--- config.mk ---
export PLATFORM = sky130hd
export DESIGN_NAME = dma_burst_controller
export DESIGN_NICKNAME = d
export VERILOG_FILES = /design/src/rtl/dma_burst_controller.sv
export SDC_FILE = /design/constraint.sdc
export NUM_CORES = 1
export LEC_CHECK = 0
export CAP_MARGIN = 30
export CORE_MARGIN = 10
export CORE_UTILIZATION = 37
export CTS_CLUSTER_DIAMETER = 50
export CTS_CLUSTER_SIZE = 16
export DETAILED_ROUTE_END_ITERATION = 16
export DONT_BUFFER_PORTS = 1
export GPL_TIMING_DRIVEN = 0
export HOLD_SLACK_MARGIN = 0.02
export MAX_ROUTING_LAYER = met4
export PLACE_DENSITY_LB_ADDON = 0.2
export SLEW_MARGIN = 20
export SYNTH_ARGS = -nofsm -noshare
export SYNTH_HDL_FRONTEND = slang
export SYNTH_SLANG_ARGS = --single-unit
--- constraint.sdc ---
create_clock -name clock -period 3.95 [get_ports clock]
set_clock_uncertainty 0.15 [all_clocks]
set_input_delay 0.79 -clock clock [delete_from_list [all_inputs] [get_ports clock]]
set_output_delay 0.79 -clock clock [all_outputs]
set_load 0.02 [all_outputs]
--- src/rtl/dma_burst_controller.sv ---
// Custom-instruction programmed DMA sequencer: moves blocks between the CI scratchpad
// (port B) and the system bus as a series of bursts, acting as bus master.
module dma_burst_controller #(
  parameter logic [7:0] customId = 8'h00
) (
  input  logic        clock,
  input  logic        reset,
  input  logic        start,
  input  logic [7:0]  ciN,
  input  logic [31:0] valueA,
  input  logic [31:0] valueB,
  output logic        done,
  output logic [31:0] result,
  output logic [8:0]  memAddressB,
  output logic        memWriteEnableB,
  output logic [31:0] memDataToRamB,
  input  logic [31:0] memDataFromRamB,
  output logic        requestTransaction,
  input  logic        transactionGranted,
  output logic        beginTransactionOut,
  output logic [31:0] addressDataOut,
  output logic        readNotWriteOut,
  output logic [7:0]  burstSizeOut,
  output logic [3:0]  byteEnablesOut,
  output logic        dataValidOut,
  output logic        endTransactionOut,
  input  logic [31:0] addressDataIn,
  input  logic        dataValidIn,
  input  logic        endTransactionIn,
  input  logic        busyIn,
  input  logic        errorIn
);

  typedef enum logic [2:0] {
    S_IDLE, S_REQ, S_BEGIN, S_RD_DATA, S_WR_PREF, S_WR_DATA, S_WR_END, S_NEXT
  } state_t;

  localparam logic [2:0] SEL_BUS_ADDR = 3'd1;
  localparam logic [2:0] SEL_MEM_ADDR = 3'd2;
  localparam logic [2:0] SEL_BLOCK    = 3'd3;
  localparam logic [2:0] SEL_BURST    = 3'd4;
  localparam logic [2:0] SEL_CTRL     = 3'd5;

  state_t      state, state_next;

  logic [31:0] bus_addr_cfg;
  logic [8:0]  mem_addr_cfg;
  logic [9:0]  block_size;
  logic [7:0]  burst_size;
  logic        error_flag;
  logic        dir_read;

  logic [31:0] b_addr;
  logic [8:0]  m_addr;
  logic [9:0]  remaining;
  logic [8:0]  cur_beats;
  logic [8:0]  beat_cnt;

  logic        active, ci_write, busy, cfg_write;
  logic [2:0]  sel;
  logic        start_rd, start_wr, start_xfer, abort;
  logic        rd_beat, wr_accept;
  logic [8:0]  beats_now, beats_m1;
  logic [31:0] read_val;
  logic        unused_bits;

  // Beats in the next burst: the whole remainder if it fits, else a full burst.
  function automatic logic [8:0] burst_beats(input logic [9:0] rem, input logic [7:0] bsz);
    logic [9:0] full;
    full = {2'b00, bsz} + 10'd1;
    return (rem < full) ? rem[8:0] : full[8:0];
  endfunction

  assign active     = start && (ciN == customId);
  assign ci_write   = valueA[9];
  assign sel        = valueA[12:10];
  assign busy       = (state != S_IDLE);
  assign cfg_write  = active && ci_write && !busy;
  assign start_rd   = cfg_write && (sel == SEL_CTRL) && valueB[0];
  assign start_wr   = cfg_write && (sel == SEL_CTRL) && valueB[1];
  assign start_xfer = (start_rd || start_wr) && (block_size != 10'd0);
  assign abort      = busy && errorIn;

  assign beats_now  = burst_beats(remaining, burst_size);
  assign beats_m1   = beats_now - 9'd1;
  assign rd_beat    = (state == S_RD_DATA) && dataValidIn && (beat_cnt != 9'd0);
  assign wr_accept  = (state == S_WR_DATA) && !busyIn;

  assign unused_bits = ^{valueA[31:13], valueA[8:0], beats_m1[8]};

  always_comb begin
    read_val = 32'd0;
    case (sel)
      SEL_BUS_ADDR: read_val = bus_addr_cfg;
      SEL_MEM_ADDR: read_val = {23'd0, mem_addr_cfg};
      SEL_BLOCK:    read_val = {22'd0, block_size};
      SEL_BURST:    read_val = {24'd0, burst_size};
      SEL_CTRL:     read_val = {30'd0, error_flag, busy};
      default:      read_val = 32'd0;
    endcase
  end

  assign done   = active && !reset;
  assign result = (active && !ci_write && !reset) ? read_val : 32'd0;

  always_ff @(posedge clock) begin
    if (reset) state <= S_IDLE;
    else       state <= state_next;
  end

  always_comb begin
    state_next = state;
    if (abort) begin
      state_next = S_IDLE;
    end else begin
      case (state)
        S_IDLE:    if (start_xfer) state_next = S_REQ;
        S_REQ:     if (transactionGranted) state_next = S_BEGIN;
        S_BEGIN:   state_next = dir_read ? S_RD_DATA : S_WR_PREF;
        S_RD_DATA: if (endTransactionIn) state_next = S_NEXT;
        S_WR_PREF: state_next = S_WR_DATA;
        S_WR_DATA: if (wr_accept && (beat_cnt == 9'd1)) state_next = S_WR_END;
        S_WR_END:  state_next = S_NEXT;
        S_NEXT:    state_next = (remaining == 10'd0) ? S_IDLE : S_REQ;
        default:   state_next = S_IDLE;
      endcase
    end
  end

  always_comb begin
    memAddressB         = 9'd0;
    memWriteEnableB     = 1'b0;
    memDataToRamB       = 32'd0;
    requestTransaction  = 1'b0;
    beginTransactionOut = 1'b0;
    addressDataOut      = 32'd0;
    readNotWriteOut     = 1'b0;
    burstSizeOut        = 8'd0;
    byteEnablesOut      = 4'h0;
    dataValidOut        = 1'b0;
    endTransactionOut   = 1'b0;
    case (state)
      S_REQ: requestTransaction = 1'b1;
      S_BEGIN: begin
        requestTransaction  = 1'b1;
        beginTransactionOut = 1'b1;
        addressDataOut      = b_addr;
        readNotWriteOut     = dir_read;
        burstSizeOut        = beats_m1[7:0];
        byteEnablesOut      = 4'hF;
      end
      S_RD_DATA: begin
        requestTransaction = 1'b1;
        memAddressB        = m_addr;
        if (rd_beat && !errorIn) begin
          memWriteEnableB = 1'b1;
          memDataToRamB   = addressDataIn;
        end
      end
      S_WR_PREF: begin
        requestTransaction = 1'b1;
        memAddressB        = m_addr;
      end
      S_WR_DATA: begin
        requestTransaction = 1'b1;
        addressDataOut     = memDataFromRamB;
        dataValidOut       = 1'b1;
        // Re-reading the same word while stalled keeps the bus data stable.
        memAddressB        = busyIn ? m_addr : m_addr + 9'd1;
      end
      S_WR_END: begin
        requestTransaction = 1'b1;
        endTransactionOut  = 1'b1;
      end
      default: ;
    endcase
  end

  always_ff @(posedge clock) begin
    if (reset) begin
      bus_addr_cfg <= 32'd0;
      mem_addr_cfg <= 9'd0;
      block_size   <= 10'd0;
      burst_size   <= 8'd0;
      error_flag   <= 1'b0;
      dir_read     <= 1'b0;
      b_addr       <= 32'd0;
      m_addr       <= 9'd0;
      remaining    <= 10'd0;
      cur_beats    <= 9'd0;
      beat_cnt     <= 9'd0;
    end else begin
      if (cfg_write) begin
        case (sel)
          SEL_BUS_ADDR: bus_addr_cfg <= {valueB[31:2], 2'b00};
          SEL_MEM_ADDR: mem_addr_cfg <= valueB[8:0];
          SEL_BLOCK:    block_size   <= valueB[9:0];
          SEL_BURST:    burst_size   <= valueB[7:0];
          default: ;
        endcase
      end
      if (start_xfer) begin
        b_addr     <= bus_addr_cfg;
        m_addr     <= mem_addr_cfg;
        remaining  <= block_size;
        error_flag <= 1'b0;
        dir_read   <= start_rd;
      end else if (abort) begin
        error_flag <= 1'b1;
      end else begin
        case (state)
          S_BEGIN: begin
            cur_beats <= beats_now;
            beat_cnt  <= beats_now;
          end
          S_RD_DATA: if (rd_beat) begin
            m_addr    <= m_addr + 9'd1;
            remaining <= remaining - 10'd1;
            beat_cnt  <= beat_cnt - 9'd1;
          end
          S_WR_DATA: if (wr_accept) begin
            m_addr    <= m_addr + 9'd1;
            remaining <= remaining - 10'd1;
            beat_cnt  <= beat_cnt - 9'd1;
          end
          S_NEXT: b_addr <= b_addr + {21'd0, cur_beats, 2'b00};
          default: ;
        endcase
      end
    end
  end

endmodule
==> impl_summary.md, run 1 <==
Floorplan
The region available for standard cell placement spans 22500 um2. The die is 171 um wide. The y dimension of the die is 171 um. The die covers 29200 um2.

268 I/O pins were placed. For this configuration, the core starts out at a cell density of 37.4%. The number of cell rows is 55.

Logic synthesis
Sequential elements use 30.7% of the synthesized area. Summed over all instances, the cell type with the most area after synthesis is sky130_fd_sc_hd__dfxtp_1. Synthesis produced a netlist whose cell count is 1114. Summing every instance area after synthesis gives 8410 um2. The post-synthesis cell type count is 80. The post-synthesis register bit count is 129.

The fraction of synthesis flops using an asynchronous set or reset pin is 0%. Among all flip-flop cells after synthesis, the most frequent one is sky130_fd_sc_hd__dfxtp_1. Yosys attributes the largest share of cell area to sky130_fd_sc_hd__dfxtp_1 31%, sky130_fd_sc_hd__nand2_1 6.7%, sky130_fd_sc_hd__a21oi_1 6.2%, sky130_fd_sc_hd__and2_1 4.4%, sky130_fd_sc_hd__nor2_1 4.4%. The average footprint of a synthesized cell is 7.55 um2. The top cell type by area accounts for 30.7% of the synthesized area. The number of nets handed over by synthesis was 1280. The count of warnings emitted by yosys is 0.

The synthesized design contains 0 enable-type register cells.

Worst setup path
The worst reg-to-reg setup slack is 0.52 ns. Of all nets on the critical path, the largest fanout is 5. The worst register-to-register path ends at b_addr[25]$_SDFFE_PP0P_. The arrival time reported for the critical path endpoint is 3.67 ns. The data required time of the critical path is 3.01 ns. The kind of end point of the critical path is an output pin. For the worst flop-to-flop path, the logic depth is 6. STA classifies the critical path startpoint as a flop.

By startpoint and endpoint, the worst setup path is classified as reg2out. Tracing the worst setup path back leads to its startpoint at burst_size[3]$_SDFFE_PP0P_. In this run the critical register-to-register path is launched from state[0]$_SDFFE_PP0P_.

The endpoint of the most critical setup path is burstSizeOut[6].

Detailed routing
The via density per instance is 5.94. The number of DRC violations after detailed-routing iteration 0 is 734. The mean routed wirelength per cell is 22.9 um.

In the routed design, unresolved DRC markers number 0. The first-pass detailed-route iteration total is 5. The antenna violation net count after detailed routing is 0.

Wires add up to 33.6 mm. Detailed routing inserted a total of 8695 vias.

Timing
The number of max-slew violations in the final report is 0. The normalized max-slew margin is 31.6%. The achievable clock frequency is 217 MHz.

Dividing the final minimum period by the clock period gives 117%. The post-route setup TNS is -1.98 ns. The time the worst path needs with I/O delays and setup is 4.61 ns. Setup repair after global routing could not meet its margin everywhere. The minimum setup slack in the final design is -0.657 ns. The number of hold violations in the final report was 0. The transition time at the pin with the least slew margin is 1.02 ns. Setup violations remaining at the end of the flow were counted as 6.

Power and ir drop
The static power due to leakage is 0.00353 uW. Per report_power, the combinational group accounts for 6.8% of the total. In this run switching power makes up 28.4% of total power. The power dissipated by switching net loads is 906 uW. The part of the total power dissipated in sequential elements is 41.5%. The clock share of power is 51.7%.

The internal portion of the total power is 2280 uW. Across the VDD grid, the largest voltage drop is 0.000335 V. Power spread over the standard cell area amounts to 314 nW/um2.

Final layout
The utilization after layout is 45.0%. After the last flow step, the layout net total stands at 1332. Cells with a size suffix above 1 make up 14.4% of the layout.

The total inserted antenna cells is 0. The synthesis-to-layout area growth is 20.5%.

CTS
The clock latency of the later-clocked register in the worst-skew pair is 0.44 ns. The H-tree was split into 4 levels. The number of buffers added by the clock tree synthesis step is 17.

The number of sinks driven by the clock tree is 129. The clock input transition at the sequential cells of the worst setup and hold paths is 0.07 ns. TritonCTS built the clock tree. The hold buffer count at cts is 0.

The tree is rooted in a sky130_fd_sc_hd__clkbuf_16. The clock passes through at most 2 buffers.

Global routing
The number of global-route vias before repair was 8212. The initial antenna violation count is 1. The first-pass GRT wire length is 50.4 mm.

After global routing the overflow that remains totals 0. Entering global routing, the biggest net connects 17 pins. The total routing usage reported by global routing is 22.9%.

Run
The count of maximum capacitance violations is 0.

Place
The number of buffers added on ports is 0. The final weighted congestion in routability-driven placement is 0.944. The detailed placement HPWL is 25.9 mm. The worst setup slack after placement is -0.997 ns.

Run status
The final reports fail on negative setup slack. The run finished, with violations left.

Hold path
The path class of the tightest hold or removal check is reg2reg.
==> layout make-up <==
type,instances,area (um2)
Clock buffer,17,425
Sequential cell,129,2590
Timing Repair Buffer,35,332
Tap cell,285,357
Multi-Input combinational cell,882,5770
Fill cell,2162,12400
Buffer,76,384
Inverter,25,93.8
Clock inverter,15,178
==> logic make-up (layout without fill, tap and decap cells) <==
| group | count (synthesis) | count (layout) | synth area share, % |
|---|---|---|---|
| adders and majority gates | 22 | 22 | 3.36 |
| xor gates and xnor gates | 23 | 23 | 2.48 |
| and+or+nand+nor | 480 | 480 | 28.6 |
| buffers and inverters | 103 | 168 | 5.16 |
| DFF | 129 | 129 | 30.7 |
| AOI/OAI and AO/OA | 319 | 319 | 25.0 |
| muxes | 38 | 38 | 4.67 |
==> worst min-delay path by stage <==
stage	start	endpoint	depth (start not counted)
3_5_place_dp	cur_beats[0]$_SDFFE_PP0P_	cur_beats[0]$_SDFFE_PP0P_	2
5_1_grt	valueB[26]	bus_addr_cfg[26]$_SDFFE_PP0P_	2
3_3_place_gp	cur_beats[3]$_SDFFE_PP0P_	cur_beats[3]$_SDFFE_PP0P_	2
6_report	cur_beats[3]$_SDFFE_PP0P_	cur_beats[3]$_SDFFE_PP0P_	2
4_1_cts	cur_beats[3]$_SDFFE_PP0P_	cur_beats[3]$_SDFFE_PP0P_	2
2_1_floorplan	bus_addr_cfg[17]$_SDFFE_PP0P_	b_addr[17]$_SDFFE_PP0P_	2
==> Yosys cell counts, types with 13 or more instances <==
cell and n:
sky130_fd_sc_hd__nand2_1 151, sky130_fd_sc_hd__and2_1 59, sky130_fd_sc_hd__xnor2_1 17, sky130_fd_sc_hd__ha_1 21
sky130_fd_sc_hd__a22oi_1 14, sky130_fd_sc_hd__o21ai_0 57, sky130_fd_sc_hd__nand3_1 26, sky130_fd_sc_hd__a22o_1 26
sky130_fd_sc_hd__nor3_1 30, sky130_fd_sc_hd__nand2b_1 13, sky130_fd_sc_hd__or3_1 17, sky130_fd_sc_hd__clkbuf_1 61
sky130_fd_sc_hd__nor2_1 98, sky130_fd_sc_hd__inv_1 23, sky130_fd_sc_hd__a21oi_1 105, sky130_fd_sc_hd__mux2i_1 31
sky130_fd_sc_hd__dfxtp_1 129, sky130_fd_sc_hd__a211oi_1 16
==> stage by stage <==
stage | instance area [um2] | total power (uW) | hold WS (ns) | instances
after floorplan | 8600 | 1480 | 0.289 | 1114
after global placement | 8960 | 1550 | 0.302 | 1399
after detailed placement | 8960 | 1550 | 0.308 | 1399
after CTS | 10000 | 3190 | 0.317 | 1458
after global routing | 10100 | 3270 | 0.325 | 1464
final | 10100 | 3190 | 0.322 | 1464
==> state kept, by name, indices dropped and copies added, names as in the netlist <==
register      count
mem_addr_cfg      9
bus_addr_cfg     30
m_addr            9
remaining        10
beat_cnt          9
block_size       10
dir_read          1
error_flag        1
cur_beats         9
b_addr           30
burst_size        8
state             3
==> power groups by stage <==
| stage | clock, uW | sequential (uW) | combinational [uW] |
|---|---|---|---|
| global placement | 0 | 1350 | 200 |
| CTS | 1660 | 1320 | 209 |
| global route | 1710 | 1320 | 236 |
| finish | 1650 | 1320 | 217 |
| floorplan | 0 | 1350 | 135 |
| detailed placement | 0 | 1350 | 199 |
==> per-layer routing <==
layer	part of all wire [%]	up-vias	track usage (%)	routed length [um]
met5	0	-	-	0
met4	2.2	0	6.71	754
met3	9.5	58	6.89	3180
met2	45	418	34.4	15100
met1	43	4076	29.1	14500
li1	-	4143	-	-
==> critical path, stage by stage, from the launching register on <==
cell and delay [ns]:
sky130_fd_sc_hd__dfxtp_1 0.32, sky130_fd_sc_hd__buf_6 0.13, sky130_fd_sc_hd__and4_4 0.23, sky130_fd_sc_hd__nand4_1 0.13
sky130_fd_sc_hd__xnor2_2 0.23, sky130_fd_sc_hd__inv_1 0.07, sky130_fd_sc_hd__ha_1 0.28, sky130_fd_sc_hd__nand2_2 0.07
sky130_fd_sc_hd__nor2_4 0.13, sky130_fd_sc_hd__o21ai_4 0.09, sky130_fd_sc_hd__o21ai_4 0.24, sky130_fd_sc_hd__mux2i_4 0.31
sky130_fd_sc_hd__ha_4 0.19, sky130_fd_sc_hd__o21a_1 0.18, sky130_fd_sc_hd__nand2_2 0.08, sky130_fd_sc_hd__mux2i_4 0.21
sky130_fd_sc_hd__mux2i_4 0.35
==> timing repair <==
item / CTS / global route
buffers inserted: 29 / 7
pin swaps: 19 / 12
setup endpoints to repair: 29 / 28
resized for setup: 40 / 17
==> cells in the final DEF, fill, tap and decap left out, types with 12 or more instances in the layout <==
master and n:
sky130_fd_sc_hd__nand3_1 24, sky130_fd_sc_hd__a22o_1 26, sky130_fd_sc_hd__and3_1 12, sky130_fd_sc_hd__nor2b_1 12, sky130_fd_sc_hd__inv_1 23, sky130_fd_sc_hd__nor2_1 95
sky130_fd_sc_hd__xnor2_1 14, sky130_fd_sc_hd__dfxtp_1 126, sky130_fd_sc_hd__o211ai_1 12, sky130_fd_sc_hd__a21oi_1 103, sky130_fd_sc_hd__o21ai_0 55, sky130_fd_sc_hd__nand2_1 144
sky130_fd_sc_hd__clkbuf_1 56, sky130_fd_sc_hd__ha_1 17, sky130_fd_sc_hd__a22oi_1 14, sky130_fd_sc_hd__nand2b_1 13, sky130_fd_sc_hd__clkbuf_16 18, sky130_fd_sc_hd__and2_1 59
sky130_fd_sc_hd__or3_1 15, sky130_fd_sc_hd__a31oi_1 12, sky130_fd_sc_hd__buf_4 30, sky130_fd_sc_hd__nor3_1 29, sky130_fd_sc_hd__mux2i_1 26
(Power assumes the default switching activity.)
==> run 2: changes to the inputs <==
- PLACE_DENSITY_LB_ADDON: 0.2 -> default
==> run 2 against run 1 <==
Effect of this change:
- the run still ends with negative setup slack left
- sequential cell count stayed put
- design area hardly changed
- sequential power hardly changed
- combinational power hardly changed
- maximum frequency is 0.25% higher
- clock power hardly changed
- cell count is 0.20% higher
- routed wire length is 2.2% higher
- core utilization hardly changed
- worst hold slack worse by 0.0039 ns
- clock-buffer cell count stayed put
- die area stayed put
==> impl_summary.md, run 2 (synthesized netlist as in run 1, its figures left out) <==
Detailed routing
The total wire length was 34.3 mm (+2.2%). The mean routed wirelength per cell came to 23.4 um (+2.0%). The via density per instance was 6.05 (+1.8%). The number of DRC violations after detailed-routing iteration 0 is 896 (+22%). The total via count after detailed routing is 8874 (+2.1%).

The detailed-routed wire length on met2 was 15.5 mm (+2.7%). The first-pass detailed-route iteration total is 5 (unchanged). The top routing layer in use is met4.

The antenna violation net count after detailed routing was 0 (unchanged). The met3 wirelength from detailed routing is 3.14 mm (-1.1%). The routed metal-1 wirelength was 14.8 mm (+2.2%). The post-route DRC violation count is 0 (unchanged).

Timing
The normalized max-slew margin came to 25.4% (-6.2 points). The number of setup violations in the final report is 5 (-1). Setup repair after global routing could not meet its margin everywhere. The transition time at the pin with the least slew margin is 1.10 ns (+0.0840 ns). The final clock period utilization by the worst path is 116% (-0.29 points). The time the worst path needs with I/O delays and setup is 4.60 ns (-0.0114 ns).

The achievable clock frequency is 218 MHz (+0.25%). The minimum setup slack in the final design is -0.645 ns (+0.0114 ns). The number of max-slew violations in the final report is 0 (unchanged). The number of hold violations in the final report is 0 (unchanged).

CTS
The deepest clock path buffer count is 2 (unchanged). The hold buffer count at cts is 0 (unchanged). The clock tree root buffer cell is sky130_fd_sc_hd__clkbuf_16. TritonCTS built the clock tree.

The H-tree level count is 4 (unchanged). The clock input transition at the sequential cells of the worst setup and hold paths is 0.07 ns (about the same). The number of sinks driven by the clock tree is 129 (unchanged).

The number of buffers added by the clock tree synthesis step is 17 (unchanged). The clock latency of the later-clocked register in the worst-skew pair came to 0.44 ns (about the same).

Global routing
The total routing usage reported by global routing came to 22.9% (about the same). The number of global-route vias before repair was 8094 (-1.4%). The first-pass GRT wire length came to 50.0 mm (-0.79%). The initial antenna violation count is 1 (unchanged). The pin count of the biggest net entering global routing is 18 (+1). The overflow left after global routing is 0 (unchanged).

Worst setup path
The data required time of the critical path was 3.01 ns (about the same). By startpoint and endpoint, the worst setup path is classified as reg2out. The maximum fanout along the worst path is 5 (unchanged). The kind of launch point of the worst setup path is a flop. The kind of end point of the critical path is an output pin. The arrival time reported for the critical path endpoint is 3.66 ns (about the same).

Final layout
The proportion of layout cells with a drive suffix above 1 is 14.6% (+0.16 points). The number of non-filler instances in the completed layout is 1467 (+0.20%). The library cell used most frequently in the layout, excluding fill and tap cells, is sky130_fd_sc_hd__nand2_1. The utilization after layout is 45.0% (about the same).

The synthesis-to-layout area growth is 20.5% (about the same). The largest registers in the layout are b_addr: 30 flops, bus_addr_cfg: 30 flops. In the layout the commonest cells are 146 x sky130_fd_sc_hd__nand2_1, 125 x sky130_fd_sc_hd__dfxtp_1, 103 x sky130_fd_sc_hd__a21oi_1. The number of nets in the layout is 1333 (+0.075%).

Power and ir drop
The maximum ir drop on the vdd rail is 0.000230 V (-31%). The power dissipated by switching net loads is 933 uW (+3.0%). The clock share of power came to 51.4% (-0.3 points).

The total power per unit cell area was 312 nW/um2 (-0.86%). The cell-internal power is 2230 uW (-2.4%). The combinational power share is 6.8% (about the same). The static power due to leakage is 0.00353 uW (about the same). The switching power share of the total is 29.5% (+1.1 points). The part of the total power dissipated in sequential elements is 41.8% (+0.3 points).

Floorplan
The starting utilization of the core area is 37.4% (unchanged). The horizontal extent of the die is 171 um (unchanged). The number of cell rows is 55 (unchanged).

The core area is 22500 um2 (unchanged). The overall die area is 29200 um2 (unchanged). The number of top-level design ports was 268 (unchanged). The y dimension of the die is 171 um (unchanged).

Place
The number of instances in the placed design was 1399 (unchanged). The detailed placement HPWL is 26.3 mm (+1.3%). The number of buffers added on ports came to 0 (unchanged). The final weighted congestion in routability-driven placement is 0.983 (+4.2%).

Run status
The flow ran to the end, but the final reports show violations. The final reports fail on negative setup slack.

Hold path
The path class of the tightest hold or removal check is reg2reg.

Run
The count of maximum capacitance violations is 0 (unchanged).
[run 2: cell count changes in the layout (fill, tap and decap cells not counted), sizes merged]
cell,previous run,this run
clkinv,3,6
diode,0,2
inv,36,34
bufinv,1,0
clkbuf,77,78
[run 2: layout make-up]
cell class | instances | area (um2)
Antenna cell | 2 | 5.00
Buffer | 76 | 380
Clock buffer | 17 | 425
Tap cell | 285 | 357
Sequential cell | 129 | 2590
Fill cell | 2254 | 12400
Timing Repair Buffer | 36 | 314
Clock inverter | 15 | 181
Inverter | 25 | 93.8
Multi-Input combinational cell | 882 | 5780
[run 2: worst paths after layout]
path                              start                        end  slack (ns)  cells after the start
max reg2reg       state[0]$_SDFFE_PP0P_    b_addr[11]$_SDFFE_PP0P_        0.27                      6
min           cur_beats[4]$_SDFFE_PP0P_  cur_beats[4]$_SDFFE_PP0P_        0.32                      2
min reg2reg   cur_beats[4]$_SDFFE_PP0P_  cur_beats[4]$_SDFFE_PP0P_        0.32                      2
max          burst_size[0]$_SDFFE_PP0P_            burstSizeOut[6]       -0.65                     17
[run 2: routing by layer]
layer / vias to the layer above / track usage [%]
met1: 4234 / 29.7
met2: 456 / 34.9
met3: 53 / 5.16
li1: 4131 / -
met4: 0 / 6.71
met5: - / -
[run 2: power by group through the flow]
| stage | combinational (uW) | sequential (uW) | clock [uW] |
|---|---|---|---|
| floorplan | 135 | 1350 | 0 |
| global placement | 196 | 1350 | 0 |
| detailed placement | 197 | 1350 | 0 |
| CTS | 206 | 1320 | 1630 |
| global route | 229 | 1320 | 1690 |
| finish | 214 | 1320 | 1620 |
[run 2: per-stage QoR]
step,worst slack (ns),instance area (um2),hold slack [ns],total power (uW),TNS (ns)
6_report,-0.645,10100,0.318,3160,-2.03
5_1_grt,-0.788,10100,0.320,3240,-2.87
4_1_cts,-0.578,10000,0.316,3160,-2.11
3_5_place_dp,-0.964,8960,0.310,1550,-5.35
3_3_place_gp,-0.948,8960,0.308,1550,-4.85
2_1_floorplan,-0.260,8600,0.289,1480,-0.260
[run 2: timing repair]
| action | in CTS | in global routing |
|---|---|---|
| buffers inserted | 32 | 4 |
| resized for setup | 40 | 15 |
| setup endpoints to repair | 29 | 33 |
| pin swaps | 18 | 3 |
| endpoints found under the hold margin | 0 | 0 |
[run 2: worst max-delay path: stages, from the launching register on]
cell and delay [ns]:
sky130_fd_sc_hd__dfxtp_4 0.38, sky130_fd_sc_hd__ha_4 0.19, sky130_fd_sc_hd__nand3_4 0.09, sky130_fd_sc_hd__xnor2_4 0.16
sky130_fd_sc_hd__inv_2 0.07, sky130_fd_sc_hd__ha_4 0.17, sky130_fd_sc_hd__a211oi_2 0.18, sky130_fd_sc_hd__o21ai_2 0.11
sky130_fd_sc_hd__o211a_4 0.16, sky130_fd_sc_hd__a221o_1 0.35, sky130_fd_sc_hd__a21oi_4 0.18, sky130_fd_sc_hd__nand2_2 0.11
sky130_fd_sc_hd__nand2_4 0.09, sky130_fd_sc_hd__ha_4 0.15, sky130_fd_sc_hd__o21a_1 0.17, sky130_fd_sc_hd__nand2_2 0.09
sky130_fd_sc_hd__mux2i_4 0.21, sky130_fd_sc_hd__mux2i_4 0.35
==> run 3: changes to the inputs <==
- CTS_CLUSTER_DIAMETER: 50 -> 120
- clock period: 3.95 -> 3.8 ns (I/O delays scaled with it)
==> run 3 against run 2 <==
Effect of this change:
- the flow still finishes with violations (negative setup slack)
- combinational power rose by 9%
- clock-buffer cell count did not move
- critical path depth fell by 2
- global-route usage rose by 0.61 points
- clock power rose by 3%
- worst hold slack got worse by 0.018 ns
- design area rose by 1.3%
- critical endpoint unchanged
- largest power group unchanged
==> impl_summary.md, run 3 (synthesized netlist as in run 1, its figures left out) <==
Detailed routing
The routed metal-1 wirelength came to 14.9 mm (+0.66%). The via density per instance came to 6.11 (+1.0%). The mean routed wirelength per cell is 23.5 um (+0.63%). The total via count after detailed routing was 9036 (+1.8%). The number of DRC violations after detailed-routing iteration 0 is 930 (+3.8%). The met3 wirelength from detailed routing is 3.31 mm (+5.3%).

The antenna violation net count after detailed routing is 0 (unchanged). The total wire length is 34.8 mm (+1.5%). The first-pass detailed-route iteration total is 5 (unchanged). The top routing layer in use is met4. The post-route DRC violation count is 0 (unchanged). The detailed-routed wire length on met2 was 15.5 mm (-0.30%).

Global routing
The number of global-route vias before repair is 8412 (+3.9%). The first-pass GRT wire length was 51.6 mm (+3.3%). The total routing usage reported by global routing is 23.5% (+0.61 points).

The overflow left after global routing is 0 (unchanged). The pin count of the biggest net entering global routing is 18 (unchanged). The initial antenna violation count was 3 (+2).

Run
The count of maximum capacitance violations is 0 (unchanged).

Worst setup path
The dominant cell type by count on the critical path is sky130_fd_sc_hd__mux2i_4. The startpoint of the worst setup timing path is burst_size[0]$_SDFFE_PP0P_. The signal on the critical path passes through clkbuf_16, nand3_4, xor2_4, ha_4, o211ai_1, o21ai_1, o211a_4, a221oi_4, o21ai_4, mux2i_4, ha_4, o21a_1, nand2_2, mux2i_4, mux2i_4. The kind of end point of the critical path is an output pin. The cell depth of the worst flop-to-flop path is 7 (+1). The kind of launch point of the worst setup path is a flop.

The number of buffers and inverters on the critical path is 1 (unchanged). The data required time of the critical path is 2.89 ns (-0.12 ns). The largest individual stage delay along the critical path comes from the cell sky130_fd_sc_hd__dfxtp_4. The total stage count of the critical path is 15 (-2). The cell family with the largest share of critical-path delay is compound AO/OA/AOI/OAI gates. In this run the critical register-to-register path is launched from state[0]$_SDFFE_PP0P_. The category of the most critical setup path is reg2out. The arrival time reported for the critical path endpoint is 3.59 ns (-0.07 ns).

The maximum fanout along the worst path is 4 (-1). The delay of the slowest cell on the worst path is 0.38 ns (about the same).

Timing
The final clock period utilization by the worst path is 118%. The transition time at the pin with the least slew margin was 1.07 ns (-0.0331 ns). The normalized max-slew margin is 27.6% (+2.2 points). The number of max-slew violations in the final report is 0 (unchanged).

Setup repair after global routing could not meet its margin everywhere. The number of hold violations in the final report came to 0 (unchanged). The number of setup violations in the final report is 7 (+2). Derived from the worst setup path, the maximum achievable clock frequency is 222 MHz. The minimum setup slack in the final design is -0.698 ns (-0.0529 ns). Subtracting the final worst setup slack from the clock period gives 4.50 ns.

Power and ir drop
The maximum ir drop on the vdd rail is 0.000309 V (+35%). The switching power share of the total is 29.3% (-0.28 points). The total power is 3280 uW (+3.7%). The power dissipated by switching net loads is 958 uW (+2.7%).

The total power per unit cell area is 319 nW/um2 (+2.4%). The cell-internal power is 2320 uW (+4.1%). The clock share of power is 51.0% (-0.4 points). The combinational power share is 7.1% (+0.3 points). The static power due to leakage came to 0.00359 uW (+1.7%).

The part of the total power dissipated in sequential elements is 41.9% (about the same).

Place
The final weighted congestion in routability-driven placement is 0.959 (-2.5%). The detailed placement HPWL is 26.2 mm (-0.36%). The number of instances in the placed design is 1399 (unchanged). The worst setup slack after placement is -1.10 ns (-0.135 ns).

The number of buffers added on ports is 0 (unchanged).

Hold path
The startpoint identified for the worst hold timing path is valueB[16]. The worst hold-check path type is in2reg. The number of cells on the worst hold path came to 2 (unchanged).

CTS
The H-tree level count is 4 (unchanged). The cell sitting at the root of the clock tree is a sky130_fd_sc_hd__clkbuf_16. The deepest clock path buffer count is 2 (unchanged). The hold buffer count at cts is 0 (unchanged). The number of sinks driven by the clock tree is 129 (unchanged).

The clock latency of the later-clocked register in the worst-skew pair is 0.44 ns (about the same). The clock input transition at the sequential cells of the worst setup and hold paths came to 0.07 ns (about the same). The CTS tree is done. The number of buffers added by the clock tree synthesis step came to 17 (unchanged).

Floorplan
The overall die area was 29200 um2 (unchanged). The number of top-level design ports is 268 (unchanged). The horizontal extent of the die is 171 um (unchanged).

The number of cell rows is 55 (unchanged). The core area is 22500 um2 (unchanged). The starting utilization of the core area is 37.4% (unchanged).

The y dimension of the die is 171 um (unchanged).

Final layout
From synthesis to final layout, the design area changed by 22.0%. The most common cell after layout, fill and taps aside is sky130_fd_sc_hd__nand2_1. The number of non-filler instances in the completed layout is 1479 (+0.82%). The proportion of layout cells with a drive suffix above 1 came to 15.7% (+1.1 points). In the final layout, the registers with the most flip-flops are b_addr: 30 flops, bus_addr_cfg: 30 flops. The number of nets in the layout came to 1344 (+0.83%). The library cells used most frequently in the layout, excluding fill and tap cells, are 145 x sky130_fd_sc_hd__nand2_1, 124 x sky130_fd_sc_hd__dfxtp_1, 103 x sky130_fd_sc_hd__a21oi_1.

Run status
The run finished, with violations left. The final reports fail on negative setup slack.
[run 3: path summary, 6_finish.rpt]
kind	slack, ns	endpoint
max	-0.70	burstSizeOut[6]
min	0.30	bus_addr_cfg[16]$_SDFFE_PP0P_
max reg2reg	0.20	b_addr[7]$_SDFFE_PP0P_
min reg2reg	0.32	cur_beats[4]$_SDFFE_PP0P_
[run 3: per-stage QoR]
| stage | cell area, um2 | util, % | hold slack, ns | setup TNS (ns) |
|---|---|---|---|---|
| floorplan | 8600 | - | 0.289 | -0.552 |
| detailed placement | 8960 | 39.8 | 0.310 | -8.63 |
| finish | 10300 | 45.6 | 0.300 | -2.91 |
| CTS | 10100 | 45.0 | 0.290 | -2.72 |
| global route | 10300 | 45.6 | 0.289 | -3.72 |
| global placement | 8960 | 39.8 | 0.307 | -7.61 |
[run 3: metal layers]
metal / up-vias / track usage, %
li1: 4148 / -
met1: 4301 / 30.2
met2: 500 / 35.1
met3: 87 / 6.41
met4: 0 / 7.67
met5: - / -
[run 3: repair_timing]
| item | in CTS | in global routing |
|---|---|---|
| setup endpoints to repair | 29 | 58 |
| buffers inserted | 42 | 6 |
| pin swaps | 23 | 13 |
| resized for setup | 46 | 18 |
[run 3: power by group through the flow]
stage          Sequential [uW]  Combinational, uW  Clock (uW)
6_report                  1370                233        1670
5_1_grt                   1370                250        1740
4_1_cts                   1370                217        1680
3_5_place_dp              1400                205           0
3_3_place_gp              1400                203           0
2_1_floorplan             1400                141           0
[run 3: layout make-up]
class	count	area (um2)
Multi-Input combinational cell	882	5840
Clock inverter	15	176
Fill cell	2229	12200
Buffer	75	373
Tap cell	285	357
Sequential cell	129	2590
Inverter	25	93.8
Timing Repair Buffer	48	399
Antenna cell	3	7.51
Clock buffer	17	425
